===== src/rtl/game_io_regbank_pkg.sv =====
// Shared constants for the game I/O register bank: register map, sound channel ids, hold defaults.
package game_io_regbank_pkg;

   localparam int REG_GAME_STATE = 0;
   localparam int REG_BIRD_Y     = 1;
   localparam int REG_SCORE      = 2;

   localparam int SFX_JUMP  = 0;
   localparam int SFX_SCORE = 1;
   localparam int SFX_DEATH = 2;

   localparam int DEFAULT_TRIG_HOLD = 64;

   typedef enum logic [1:0] {
      SFX_CH_JUMP  = 2'd0,
      SFX_CH_SCORE = 2'd1,
      SFX_CH_DEATH = 2'd2
   } sfx_ch_e;

   // The sound trigger port sits directly above the last general register.
   function automatic int sfx_addr(input int num_regs);
      return num_regs;
   endfunction

   function automatic int hold_cnt_w(input int hold);
      return $clog2(hold + 1);
   endfunction

endpackage


===== src/rtl/game_io_regbank_sfx_pulse_stretcher.sv =====
// One sound-effect channel: a load starts (or restarts) a pulse that stays high for HOLD cycles.
module sfx_pulse_stretcher
   import game_io_regbank_pkg::*;
#(
   parameter int HOLD = DEFAULT_TRIG_HOLD
) (
   input  logic iClock,
   input  logic iReset,
   input  logic iLoad,
   output logic oPulse
);

   localparam int CNT_W = hold_cnt_w(HOLD);

   logic [CNT_W-1:0] cnt;

   // oPulse mirrors (cnt != 0) but comes from its own flop so the output is glitch-free.
   always_ff @(posedge iClock or posedge iReset) begin
      if (iReset) begin
         cnt    <= '0;
         oPulse <= 1'b0;
      end else if (iLoad) begin
         cnt    <= CNT_W'(HOLD);
         oPulse <= 1'b1;
      end else begin
         if (cnt != '0) begin
            cnt <= cnt - CNT_W'(1);
         end
         oPulse <= (cnt > CNT_W'(1));
      end
   end

endmodule


===== src/rtl/game_io_regbank.sv =====
// Addressed processor write port feeding game registers and stretched sound triggers.
// Optional macro GAME_IO_SHADOW_COMMIT_EN: oRegs becomes a shadow committed on iFrameSync.
module game_io_regbank
   import game_io_regbank_pkg::*;
#(
   parameter int DATA_W    = 32,
   parameter int NUM_REGS  = 4,
   parameter int ADDR_W    = 3,
   parameter int NUM_SFX   = 3,
   parameter int TRIG_HOLD = DEFAULT_TRIG_HOLD
) (
   input  logic                         iClock,
   input  logic                         iReset,
   input  logic                         iWrEn,
   input  logic [ADDR_W-1:0]            iWrAddr,
   input  logic [DATA_W-1:0]            iWrData,
   input  logic [ADDR_W-1:0]            iRdAddr,
   output logic [DATA_W-1:0]            oRdData,
   input  logic                         iFrameSync,
   output logic [NUM_REGS*DATA_W-1:0]   oRegs,
   output logic [NUM_SFX-1:0]           oSfxTrig,
   output logic                         oWrErr
);

   localparam logic [ADDR_W-1:0] SFX_ADDR = ADDR_W'(sfx_addr(NUM_REGS));

   logic [DATA_W-1:0] live [NUM_REGS];
   logic [NUM_SFX-1:0] sfx_load;
   logic               sfx_wr;
   logic               sfx_bad;
   logic               unmapped_wr;
   logic [DATA_W-1:0]  rd_next;

   assign sfx_wr      = iWrEn && (iWrAddr == SFX_ADDR);
   assign sfx_bad     = sfx_wr && (iWrData >= DATA_W'(NUM_SFX));
   assign unmapped_wr = iWrEn && (iWrAddr > SFX_ADDR);

   for (genvar c = 0; c < NUM_SFX; c++) begin : g_sfx
      assign sfx_load[c] = sfx_wr && (iWrData == DATA_W'(c));

      sfx_pulse_stretcher #(
         .HOLD(TRIG_HOLD)
      ) u_stretch (
         .iClock (iClock),
         .iReset (iReset),
         .iLoad  (sfx_load[c]),
         .oPulse (oSfxTrig[c])
      );
   end

   always_ff @(posedge iClock or posedge iReset) begin
      if (iReset) begin
         for (int k = 0; k < NUM_REGS; k++) begin
            live[k] <= '0;
         end
      end else begin
         for (int k = 0; k < NUM_REGS; k++) begin
            if (iWrEn && (iWrAddr == ADDR_W'(k))) begin
               live[k] <= iWrData;
            end
         end
      end
   end

   always_ff @(posedge iClock or posedge iReset) begin
      if (iReset) begin
         oWrErr <= 1'b0;
      end else if (sfx_bad || unmapped_wr) begin
         oWrErr <= 1'b1;
      end
   end

   // Readback samples pre-edge state, so a same-cycle write returns the old value.
   always_comb begin
      rd_next = '0;
      for (int k = 0; k < NUM_REGS; k++) begin
         if (iRdAddr == ADDR_W'(k)) begin
            rd_next = live[k];
         end
      end
      if (iRdAddr == SFX_ADDR) begin
         rd_next = DATA_W'(oSfxTrig);
      end
   end

   always_ff @(posedge iClock or posedge iReset) begin
      if (iReset) begin
         oRdData <= '0;
      end else begin
         oRdData <= rd_next;
      end
   end

`ifdef GAME_IO_SHADOW_COMMIT_EN
   logic [DATA_W-1:0] shadow [NUM_REGS];

   // Commit takes the incoming write directly so a write on the sync cycle lands this frame.
   always_ff @(posedge iClock or posedge iReset) begin
      if (iReset) begin
         for (int k = 0; k < NUM_REGS; k++) begin
            shadow[k] <= '0;
         end
      end else if (iFrameSync) begin
         for (int k = 0; k < NUM_REGS; k++) begin
            if (iWrEn && (iWrAddr == ADDR_W'(k))) begin
               shadow[k] <= iWrData;
            end else begin
               shadow[k] <= live[k];
            end
         end
      end
   end

   for (genvar k = 0; k < NUM_REGS; k++) begin : g_out
      assign oRegs[k*DATA_W +: DATA_W] = shadow[k];
   end
`else
   wire unused_frame_sync = iFrameSync;

   for (genvar k = 0; k < NUM_REGS; k++) begin : g_out
      assign oRegs[k*DATA_W +: DATA_W] = live[k];
   end
`endif

endmodule


===== config.mk =====
export PLATFORM = sky130hd
export DESIGN_NAME = game_io_regbank
export DESIGN_NICKNAME = d
export VERILOG_FILES = /design/src/rtl/game_io_regbank_pkg.sv /design/src/rtl/game_io_regbank_sfx_pulse_stretcher.sv /design/src/rtl/game_io_regbank.sv
export SDC_FILE = /design/constraint.sdc
export NUM_CORES = 1
export LEC_CHECK = 0
export CORE_AREA = 2 2 167 169
export CTS_CLUSTER_SIZE = 12
export DETAILED_ROUTE_END_ITERATION = 10
export DIE_AREA = 0 0 169 171
export PLACE_DENSITY = 0.51
export REMOVE_ABC_BUFFERS = 1
export SYNTH_ARGS = -nofsm -noshare
export SYNTH_HDL_FRONTEND = slang
export SYNTH_SLANG_ARGS = --single-unit

===== constraint.sdc =====
create_clock -name iClock -period 13.2 [get_ports iClock]
set_clock_uncertainty 0.2 [all_clocks]
set_input_delay 1.98 -clock iClock [delete_from_list [all_inputs] [get_ports iClock]]
set_output_delay 1.98 -clock iClock [all_outputs]
set_load 0.03 [all_outputs]

==> out/qor.txt, run 1 <==
Final setup viols: 0
Worst Setup End Kind: flip-flop
Clock root buffer: clkbuf_16
Lkg Pwr: 4.49 nW
HP Class: flip-flop to flip-flop
Port buffer count: 204
Sum Neg Setup Slack: 0 ns
DIE AREA: 0.0289 mm2
CTS H-tree depth: 4
Post-CTS Resized: 0
# DRC: 0
Comb pwr share: 33.2%
Max-cap violation count: 0
Worst path arrival time: 4.50 ns
Dpl cell area: 0.0105 mm2
Worst hold path startpoint: oWrErr
Worst r2r dst: g_sfx[0].u_stretch.cnt[3]
Int Power: 0.00124 W
Crit-path max FO: 22
Main flop type after synthesis: dfrtp_1
Register area share after synthesis: 57.5%
Max clock buf depth: 2
Sw Share: 33.8%
EDFF count, synth: 0
Fin crit period: 4.40 ns
Reg2Reg Launch Point: g_sfx[0].u_stretch.cnt[0]
Post-Layout Cell Count: 1094
Post-Route WL: 21900 um
RSZ-0062 raised after global routing: no
Cell Rows: 61
Psw: 0.000630 W
Reg2Reg Setup Slack: 11.18 ns
Crit share post-route: 33.3%
Clk_lat worst skew: 0.42 ns
Nets: 783
Die height: 171 um
Combined area of the multi-input logic cells: 0.00329 mm2
Sequential cell area: 0.00463 mm2
Post-route ant nets: 0
Hold path endpoint: oWrErr
Final instance area: 0.0111 mm2
Die X: 169 um
Hold_buf cts: 0
Initial antenna violation count: 0
1st-iter DRT viols: 284
Slew HR: 33.9%
Critical Path Source: iWrAddr[0]
Synth Instances: 532
Filler cells: 2565
TritonCTS clock tree: built
Final hold vios: 0
Worst-margin pin slew: 0.987 ns
Highest clock rate: 227 MHz
Clk slew on worst S/H paths: 0.07 ns
GRT overflow: 0
Power share of the clock group: 26.9%
Yosys reg bits: 185
Gr usage total: 15.4%
Placed cells: 1062
WHS: 0.280 ns
Critical Path Max Stage Delay: 0.88 ns
Cell family with most CP delay: buffers and inverters
Setup Buffers After CTS: 0
CTS buffer count: 17
Setup crit start kind: primary input
Fraction of layout cells with a size suffix above 1: 29.8%
Worst path required time: 13.30 ns
Status: finished clean
Sequential share of power: 39.9%
Core Area: 0.0273 mm2
Worst R2R Path Depth: 5
Pwr per Cell Area: 169 mW/mm2
Maximum vdd ir drop: 67.2 uV
Largest net degree at the start of global routing: 124
DRT Pass-1 Iters: 4
Syn. warnings: 0
Vias in the first global route: 5583
Hold path depth: 1
WS Path Type: primary input to flip-flop
Async SR Flop Fraction: 100%
# diodes: 0
Worst path buffer plus inverter count: 2
Number of clock sinks: 185
Vias post-DR: 5297
Syn avg cell area: 15.1 um2
Final Util: 40.5%
Ports: 206
Wirelength per Cell: 20.0 um
Via density: 4.84
Layout overhead on the synthesized area: 37.3%
Slew Limit Fails: 0
Crit path cell chain: clkdlybuf4s50_1, nor4bb_4, buf_4, mux2_2
Final HPWL DP: 14900 um
First-pass GRT wire length: 33500 um
Unique masters post-synth: 39
Worst path slowest cell: nor4bb_4
Initial cell density of the core: 29.5%
Post-Syn Area: 0.00805 mm2
GP Congestion: 0.736
flip-flops by register name, summed over array words and instances, names as in the netlist:
name,cells
g_sfx.u_stretch.cnt,21
oRdData,32
g_sfx.u_stretch.oPulse,3
oRegs,128
oWrErr,1
cell usage after synthesis, types with 5 or more instances:
| cell | number | area, um2 |
|---|---|---|
| nor4_2 | 6 | 75.1 |
| nand3b_1 | 6 | 45.0 |
| ha_1 | 6 | 75.1 |
| nor2_1 | 20 | 75.1 |
| o21ai_0 | 8 | 40.0 |
| mux2_2 | 124 | 1400 |
| a21oi_1 | 10 | 50.1 |
| clkbuf_1 | 8 | 30.0 |
| buf_2 | 17 | 85.1 |
| nand2_1 | 10 | 37.5 |
| xnor2_1 | 5 | 43.8 |
| nor2b_1 | 29 | 181 |
| inv_1 | 10 | 37.5 |
| dfrtp_1 | 185 | 4630 |
| mux4_2 | 32 | 721 |
power groups by stage:
stage               Sequential, W  Clock [W]  Combinational (W)
floorplan                0.000944          0           0.000145
global placement         0.000749          0           0.000621
detailed placement       0.000757          0           0.000625
CTS                      0.000746   0.000520           0.000626
global route             0.000760   0.000545           0.000647
finish                   0.000744   0.000503           0.000619
kinds of logic (layout without fill, tap and decap cells):
logic type / after synthesis / after routing / synth area share [%]
DFF: 185 / 185 / 57.5
AOI/OAI and AO/OA: 29 / 29 / 2.21
adders and majority gates: 6 / 6 / 0.932
xor gates and xnor gates: 5 / 5 / 0.544
buffers and inverters: 38 / 254 / 2.18
and+or+nand+nor: 109 / 109 / 9.79
muxes: 160 / 160 / 26.9
worst register-to-register path, delay by kind of cell (launching register included):
family / cells / cell delay (ns)
flops: 1 / 0.42
fa+ha+maj: 1 / 0.26
compound gates: 1 / 0.16
simple gates: 2 / 0.84
buf+inv: 1 / 0.06
per-layer routing:
metal	share of wire, %	global-route usage (%)	up-vias
met2	50	26.1	130
met1	45	20.3	2813
met4	0.86	3.68	0
met3	3.9	3.42	13
met5	0	0	-
li1	-	-	2341
cell type report:
type / instances / area share (%)
clock buffers: 21 / 4.17
inverters: 10 / 0.408
multi-input cells: 309 / 29.7
repair buffers: 212 / 18.9
flip-flops and latches: 185 / 41.9
well taps: 346 / 3.92
clock inverters: 11 / 1.02
worst max-delay path by stage:
stage,to,cells past startpoint
2_1_floorplan,g_sfx[0].u_stretch.cnt[0],1
3_3_place_gp,oRegs[67],4
3_5_place_dp,oRegs[56],4
4_1_cts,oRegs[37],4
5_1_grt,oRegs[41],4
6_report,oRegs[56],4
layout by cell type, fill, tap and decap left out, types with 3 or more instances in the layout:
cell type,n
clkdlybuf4s50_1,201
dfrtp_1,185
mux2_2,124
mux4_2,32
nor2b_1,29
nor2_1,20
clkbuf_16,17
nand2_1,10
a21oi_1,10
inv_1,9
o21ai_0,8
buf_4,8
nor4_2,6
nand3b_1,6
ha_1,6
xnor2_1,5
nor4_4,4
nand2b_1,4
nand4b_1,4
a211oi_1,4
or2_2,4
or3_1,4
mux2_1,4
nand3_1,3
or4_1,3
inv_6,3
clkinvlp_4,3
buf_2,3
per-stage QoR:
stage	power, W	worst slack [ns]
detailed placement	0.00138	8.35
floorplan	0.00109	5.99
finish	0.00187	8.80
CTS	0.00189	8.80
global placement	0.00137	8.37
global route	0.00195	8.76
No activity file was read; power rests on OpenSTA's default activity.
==> run 2: changes to the inputs <==
--- a/config.mk
+++ b/config.mk
@@ -9,7 +9,7 @@
 export CTS_CLUSTER_SIZE = 12
 export DETAILED_ROUTE_END_ITERATION = 10
 export DIE_AREA = 0 0 169 171
-export PLACE_DENSITY = 0.51
+export PLACE_DENSITY = 0.53
 export REMOVE_ABC_BUFFERS = 1
 export SYNTH_ARGS = -nofsm -noshare
 export SYNTH_HDL_FRONTEND = slang
==> constraint.sdc (replaced) <==
create_clock -name iClock -period 3.7 [get_ports iClock]
set_clock_uncertainty 0.2 [all_clocks]
set_input_delay 0.555 -clock iClock [delete_from_list [all_inputs] [get_ports iClock]]
set_output_delay 0.555 -clock iClock [all_outputs]
set_load 0.03 [all_outputs]
==> out/qor.txt, run 2 (synthesis gave the netlist of run 1 again) <==
Status: finished clean
Layout overhead on the synthesized area: 39.2%
WL met2: 10800 um (-2.0%)
Final setup viols: 0 (unchanged)
Reg2Reg Launch Point: g_sfx[2].u_stretch.cnt[0]
Critical Path Max Stage Delay: 0.53 ns (-0.35 ns)
Worst path arrival time: 2.56 ns (-1.94 ns)
Gr usage total: 15.5% (+0.11 points)
Worst path buffer plus inverter count: 1 (-1)
Final hold vios: 0 (unchanged)
Top Layer Used: met4
Setup Buffers After CTS: 0 (unchanged)
GRT overflow: 0 (unchanged)
Core Area: 0.0273 mm2 (unchanged)
DIE AREA: 0.0289 mm2 (unchanged)
Critical Path Source: iWrData[7]
Pwr per Cell Area: 606 mW/mm2 (+260%)
DRT Pass-1 Iters: 4 (unchanged)
WL met1: 9850 um (+0.17%)
Worst path required time: 3.87 ns (-9.43 ns)
First-pass GRT wire length: 33900 um (+1.0%)
HP Class: flip-flop to flip-flop
Initial antenna violation count: 0 (unchanged)
Final instance area: 0.0112 mm2 (+1.4%)
Final HPWL DP: 15600 um (+4.8%)
Commonest non-fill, non-tap cells in the layout: clkdlybuf4s50_1 (201), dfrtp_1 (185), mux2_2 (124)
Worst Setup End Kind: flip-flop
Port buffer count: 204 (unchanged)
Initial cell density of the core: 29.5% (unchanged)
Cell family with most CP delay: simple AND/OR/NAND/NOR gates
Max FFs per register: 128 (unchanged)
Slew Limit Fails: 0 (unchanged)
GP Congestion: 0.779 (+5.8%)
Vias post-DR: 5319 (+0.42%)
CTS buffer count: 17 (unchanged)
RSZ-0062 raised after global routing: no
Max-cap violation count: 0 (unchanged)
# DRC: 0 (unchanged)
Post-Route WL: 22000 um (+0.35%)
Worst R2R Path Depth: 5 (unchanged)
Crit path cell chain: clkdlybuf4s50_1, nor4_2, nand4_4, nor4_4, or4_1
Largest net degree at the start of global routing: 62 (-50%)
Clk slew on worst S/H paths: 0.07 ns (about the same)
# diodes: 0 (unchanged)
Via density: 4.83 (-0.22%)
Critical path endpoint: g_sfx[2].u_stretch.oPulse
Worst path slowest cell: clkdlybuf4s50_1
Maximum vdd ir drop: 267 uV (+300%)
Ports: 206 (unchanged)
Wirelength per Cell: 19.9 um (-0.29%)
Number of cells on the critical path: 5 (+1)
Fin crit period: 2.39 ns
Commonest non-fill, non-tap cell in the layout: clkdlybuf4s50_1
WHS: 0.282 ns (+0.00139 ns)
Lkg Pwr: 4.56 nW (+1.6%)
Hold_buf cts: 0 (unchanged)
Sum Neg Setup Slack: 0 ns (unchanged)
Post-route ant nets: 0 (unchanged)
Nets: 790 (+0.89%)
Slew HR: 51.8% (+18 points)
Die height: 171 um (unchanged)
CTS H-tree depth: 4 (unchanged)
Highest clock rate: 418 MHz
WS Path Type: primary input to flip-flop
TritonCTS clock tree: built
Clock root buffer: clkbuf_16
Dpl cell area: 0.0106 mm2 (+0.95%)
Met3 routed WL: 956 um (+11%)
Post-CTS Resized: 0 (unchanged)
Vias in the first global route: 5578 (-0.090%)
Crit-path max FO: 8 (-64%)
Number of clock sinks: 185 (unchanged)
Reg2Reg Setup Slack: 1.62 ns (-9.56 ns)
Max clock buf depth: 2 (unchanged)
Crit share post-route: 64.7%
Worst r2r dst: g_sfx[2].u_stretch.cnt[3]
Fraction of layout cells with a size suffix above 1: 30.6% (+0.78 points)
Die X: 169 um (unchanged)
1st-iter DRT viols: 393 (+38%)
Clk_lat worst skew: 0.43 ns (about the same)
Setup crit start kind: primary input
Cell Rows: 61 (unchanged)
Worst-margin pin slew: 0.723 ns (-0.264 ns)
## run 2: metal layers
metal,vias to the layer above,global-route usage [%]
li1,2357,-
met1,2782,21.0
met5,-,0
met3,24,3.15
met2,156,25.4
met4,0,4.68
## run 2: worst min path at each step
stage	from	to	slack, ns	depth (start not counted)
3_5_place_dp	oWrErr	oWrErr	0.26	1
5_1_grt	oWrErr	oWrErr	0.29	1
3_3_place_gp	oWrErr	oWrErr	0.27	1
2_1_floorplan	g_sfx[0].u_stretch.cnt[6]	g_sfx[0].u_stretch.cnt[6]	0.27	1
6_report	oWrErr	oWrErr	0.28	1
4_1_cts	oWrErr	oWrErr	0.28	1
## run 2: report_power, final
part	total, W	switching (W)	internal, W
combinational	0.00222	0.00117	0.00105
clock	0.00192	0.000808	0.00111
sequential	0.00266	0.000270	0.00239
total	0.00679	0.00224	0.00455
## run 2: layout make-up
class	instances	area, um2
Fill cell	2502	16100
Sequential cell	185	4630
Multi-Input combinational cell	309	3290
Timing Repair Buffer	219	2190
Clock buffer	20	457
Tap cell	346	433
Clock inverter	12	169
Inverter	10	42.5
## run 2: through the flow
step | util, % | cells | power, W | setup WS (ns)
floorplan | - | 504 | 0.00388 | -2.08
detailed placement | 38.7 | 1069 | 0.00494 | 0.818
CTS | 41.0 | 1101 | 0.00689 | 1.28
global placement | 38.7 | 1069 | 0.00489 | 0.826
global route | 41.0 | 1101 | 0.00710 | 1.14
finish | 41.0 | 1101 | 0.00679 | 1.31
